<file path="src/rtl/perf_counter_unit.sv">
// Six event counters (cycles, instructions, icache/dcache requests and hits) with sticky halt freeze and handshake readout.
// Counters update every edge; readout returns rd_ack one cycle after rd_req, with rd_data holding the pre-increment value.
// No backpressure on events; rd_req is ignored while an ack is in flight. Optional build macro: PERF_SATURATE_EN (saturate instead of wrap).
`timescale 1ns/1ps
module perf_counter_unit #(
  parameter int CNT_W = 32
) (
  input  logic             clk,
  input  logic             rst_n,
  input  logic             reg_write,
  input  logic             mem_write,
  input  logic             halt,
  input  logic             icache_req,
  input  logic             icache_hit,
  input  logic             dcache_req,
  input  logic             dcache_hit,
  input  logic             clear,
  input  logic             rd_req,
  input  logic [2:0]       rd_sel,
  output logic             rd_ack,
  output logic [CNT_W-1:0] rd_data,
  output logic             halted
);

  localparam int NUM_CNT = 6;

  typedef enum logic {
    IDLE = 1'b0,
    ACK  = 1'b1
  } rdState_t;

  rdState_t           state;
  rdState_t           nextState;
  logic [CNT_W-1:0]   cnt [NUM_CNT];
  logic [NUM_CNT-1:0] incEn;
  logic [CNT_W-1:0]   selVal;

  // Next value of a counter that is being bumped this edge.
  function automatic logic [CNT_W-1:0] bump(input logic [CNT_W-1:0] v);
`ifdef PERF_SATURATE_EN
    bump = (&v) ? v : v + CNT_W'(1);
`else
    bump = v + CNT_W'(1);
`endif
  endfunction

  // Per-counter increment enables; a hit without its request is not counted.
  always_comb begin
    incEn = '0;
    if (!halted) begin
      incEn[0] = 1'b1;
      incEn[1] = reg_write | mem_write | halt;
      incEn[2] = icache_req;
      incEn[3] = icache_req & icache_hit;
      incEn[4] = dcache_req;
      incEn[5] = dcache_req & dcache_hit;
    end
  end

  // Counter bank: clear beats every increment, halted freezes everything.
  always_ff @(posedge clk or negedge rst_n) begin
    if (!rst_n) begin
      for (int i = 0; i < NUM_CNT; i++) cnt[i] <= '0;
    end else if (clear) begin
      for (int i = 0; i < NUM_CNT; i++) cnt[i] <= '0;
    end else begin
      for (int i = 0; i < NUM_CNT; i++) begin
        if (incEn[i]) cnt[i] <= bump(cnt[i]);
      end
    end
  end

  // Sticky halt flag; the halt cycle itself is still counted above.
  always_ff @(posedge clk or negedge rst_n) begin
    if (!rst_n) begin
      halted <= 1'b0;
    end else if (clear) begin
      halted <= 1'b0;
    end else if (halt) begin
      halted <= 1'b1;
    end
  end

  // Readout mux; unused selects return zero.
  always_comb begin
    selVal = '0;
    case (rd_sel)
      3'd0: selVal = cnt[0];
      3'd1: selVal = cnt[1];
      3'd2: selVal = cnt[2];
      3'd3: selVal = cnt[3];
      3'd4: selVal = cnt[4];
      3'd5: selVal = cnt[5];
      default: selVal = '0;
    endcase
  end

  // Readout FSM state register.
  always_ff @(posedge clk or negedge rst_n) begin
    if (!rst_n) begin
      state <= IDLE;
    end else begin
      state <= nextState;
    end
  end

  // Readout FSM next state: one ack cycle per accepted request.
  always_comb begin
    nextState = state;
    case (state)
      IDLE:    if (rd_req) nextState = ACK;
      ACK:     nextState = IDLE;
      default: nextState = IDLE;
    endcase
  end

  assign rd_ack = (state == ACK);

  // Capture the pre-increment (and pre-clear) value on the accepting edge.
  always_ff @(posedge clk or negedge rst_n) begin
    if (!rst_n) begin
      rd_data <= '0;
    end else if (state == IDLE && rd_req) begin
      rd_data <= selVal;
    end
  end

endmodule

</file>
<file path="config.mk">
export PLATFORM = sky130hd
export DESIGN_NAME = perf_counter_unit
export DESIGN_NICKNAME = d
export VERILOG_FILES = /design/src/rtl/perf_counter_unit.sv
export SDC_FILE = /design/constraint.sdc
export NUM_CORES = 1
export LEC_CHECK = 0
export BUFFER_PORTS_ARGS = -buffer_cell sky130_fd_sc_hd__buf_2
export CELL_PAD_IN_SITES_DETAIL_PLACEMENT = 1
export CELL_PAD_IN_SITES_GLOBAL_PLACEMENT = 1
export CORE_UTILIZATION = 30
export CTS_CLUSTER_DIAMETER = 30
export DETAILED_ROUTE_END_ITERATION = 7
export GPL_ROUTABILITY_DRIVEN = 0
export MAX_ROUTING_LAYER = met4
export PLACE_DENSITY = 0.61
export SYNTH_ARGS = -nofsm -noshare
export SYNTH_HDL_FRONTEND = slang
export SYNTH_SLANG_ARGS = --single-unit
</file>
<file path="constraint.sdc">
create_clock -name clk -period 2.37 [get_ports clk]
set_clock_uncertainty 0.2 [all_clocks]
set_input_delay 0.5925 -clock clk [delete_from_list [all_inputs] [get_ports clk]]
set_output_delay 0.5925 -clock clk [all_outputs]
set_load 0.05 [all_outputs]
</file>
==> flow_metrics.tcl <==
set metrics [dict create \
    place_hpwl_mm 32.4 \
    maxCapViolCount 0 \
    syn_to_final_growth_pct 38.7 \
    floorplan.io_pins 48 \
    post_drt_via_cell_ratio 5.18 \
    drt-wirelength-per-cell_um 20.7 \
    total_power_w 0.0147 \
    synth-warning-count 0 \
    seq_cells_post_synth 226 \
    die-width_um 205 \
    syn_area_per_cell_sq_um 9.13 \
    crit_path_start_kind "flop" \
    grt_antenna_before_repair 0 \
    post_synth_main_area_contributors "dfrtp_1 (46%), xnor2_1 (6.8%), nor2_1 (6.5%), xor2_1 (4.5%), nand2_1 (3.4%)" \
    detailed_place.area_sq_mm 0.0145 \
    layout_worst_path_cycle_share_pct 97.4 \
    min_period_ps 2310 \
    count_of_placed_standard_cells_including_taps 2042 \
    max-clock-path-buffers 3 \
    holdPathStages 3 \
    synth-compound-area-share_pct 8.33 \
    synth.cell_area_sq_mm 0.0124 \
    gr-total-overflow 0 \
    global_route.usage.total_pct 22.7 \
    largest_net_degree_at_the_start_of_global_routing 65 \
    post_synth_inst_count 1358 \
    number_of_global_route_vias_before_repair 12200 \
    fillCellCount 4632 \
    crit_arrival_ps 2610 \
    floorplan.initialDensity_pct 30.4 \
    synth_xor_area_share_pct 11.3 \
    tritoncts "done" \
    yosys.area_share.simple_pct 25.1 \
    synth_edf_count 0 \
    final_cell_count_no_fill 2184 \
    crit_type "reg -> reg" \
    max_freq_mhz 433 \
    total_leakage_power_nw 7.29 \
    clock_latency_ps 580 \
    postRouteWirelength_mm 45.2 \
    firstDrtPassIters 5 \
    vdd_drop_max_v 0.000420 \
    via_count 11300 \
    grt_first_pass_wirelength_mm 70.9 \
    yosys.cell_count.top_type "dfrtp_1" \
    drcViolationCount 0 \
    setup_viol 0 \
    synthTopCellsByCount "dfrtp_1 (226), nor2_1 (216), nand2_1 (111)" \
    placement.io_buffers 47 \
    cts.htree.levels 3 \
    maxSlewViolCount 0 \
    maxSlewHeadroom_pct 60.1 \
    path_class_of_the_lowest_slack_min_delay_path "in -> reg" \
    cts_inserted_buffers 76 \
    cts.clk_slew.worst_paths_ps 40 \
    yosys.area.top_type_share_pct 45.6 \
    core_area_sq_mm 0.0408 \
    yosys.area.top_type "dfrtp_1" \
    worstRegToRegCells 5 \
    timing.setup.tns_ps 0 \
    drive_gt1_share_pct 24.3 \
    outcome "finished clean" \
    antenna_violating_nets_post_route 0 \
    syn_nets 1378 \
    die_area_sq_mm 0.0421 \
    yosys-mux-area-fraction_pct 5.81 \
    synthDistinctLibCells 51 \
    hold_viol 0 \
    nNetsFinal 1610 \
    rows 74 \
    path_max_fanout 7 \
    cts_sinks 226 \
    die_y_um 205 \
    num_antenna_cells 0 \
    powerDensity_mw_per_mm2 856 \
    synth-main-ff-cell "dfrtp_1" \
    whs_ps 87.7 \
    worst_pin_slew_ps 596 \
    unrepaired_setup_endpoints_after_global_routing "true" \
    synth_fa_ha_area_share_pct 0.606 \
    setup.worst_path.end_class "flop" \
    dominant_combinational_cell_family_by_area_after_synthesis "simple AND/OR/NAND/NOR gates" \
    initialDrtViolationCount 702 \
    synth_sequential_area_ratio_pct 45.6 \
    root_buffer_cell "clkbuf_16" \
    area_of_all_placed_cells_without_fillers_sq_mm 0.0172 \
    postSynth.asyncResetShare_pct 100 \
    worstPathRequired_ps 2670 \
]
[cells by family (layout without fill, tap and decap cells)]
| logic type | after synthesis | in the layout |
|---|---|---|
| muxes | 59 | 59 |
| and+or+nand+nor | 628 | 628 |
| AOI/OAI and AO/OA | 172 | 172 |
| DFF | 226 | 226 |
| buffers and inverters | 107 | 401 |
| xor gates and xnor gates | 160 | 160 |
| adders and majority gates | 6 | 6 |
[per-layer routing]
layer	vias to the layer above	wire length (um)	GRT usage (%)
met2	208	21700	36.1
met1	5774	20100	28.5
li1	5236	-	-
met3	97	1820	4.20
met4	0	1620	9.29
met5	-	0	-
[sequential cells by signal, indices dropped and copies added, names as in the netlist]
| register | count |
|---|---|
| cnt | 192 |
| halted | 1 |
| rd_ack | 1 |
| rd_data | 32 |
[path summary, 6_finish.rpt]
check                             from  slack, ps          end
setup / recovery                halted         60      cnt[60]
hold / removal                    halt         90       halted
setup reg to reg                halted         60      cnt[60]
hold reg to reg            rd_data[22]        270  rd_data[22]
max in group asynchronous        rst_n       1020     cnt[145]
min in group asynchronous        rst_n        310     cnt[136]
[cells in the final DEF, fill, tap and decap left out, types with 18 or more instances in the layout]
master and count:
a22oi_1 19, buf_4 170, xnor2_1 96, o21ai_0 58
nor2_1 216, and3_1 21, nor4_1 33, inv_1 32
clkinv_2 19, nor3_1 43, nand2_1 111, dfrtp_1 225
and4_1 18, nand4_1 52, or3_1 18, xor2_1 64
a21oi_1 54, nand3_1 50, mux2i_1 36, clkbuf_16 79
buf_2 44
[power by group]
group / internal, W / switching, W / total [W]
Combinational: 0.000218 / 0.000471 / 0.000689
Clock: 0.00723 / 0.00284 / 0.0101
Sequential: 0.00392 / 0.0000409 / 0.00396
[timing repair]
| action | 4_1_cts | 5_1_grt |
|---|---|---|
| endpoints found under the setup margin | 3 | 12 |
| pin swaps | 0 | 1 |
| hold endpoints to repair | 30 | 0 |
| gates resized for setup | 3 | 8 |
| buffers inserted | 0 | 2 |
| hold buffers | 1 | 0 |
[through the flow]
| stage | setup WS [ps] | utilization, % |
|---|---|---|
| floorplan | -47.1 | - |
| global placement | -108 | 35.6 |
| detailed placement | -128 | 35.6 |
| CTS | 32.4 | 42.0 |
| global route | -18.1 | 42.1 |
| finish | 61.5 | 42.1 |
[area by class of cell]
| class | count | area, sq um | area share [%] |
|---|---|---|---|
| repair buffers | 228 | 1750 | 10.2 |
| inverters | 33 | 124 | 0.720 |
| clock inverters | 33 | 380 | 2.21 |
| well taps | 532 | 666 | 3.87 |
| clock buffers | 107 | 2230 | 13.0 |
| flip-flops and latches | 226 | 5660 | 32.9 |
| multi-input cells | 1025 | 6380 | 37.1 |
[worst max-delay path: stages (launching register included)]
cell	delay, ps
dfrtp_2	490
nor2b_1	240
nand4_1	220
or4_4	600
or3_4	350
a21oi_2	140
Power figures use the tool's default switching activity.
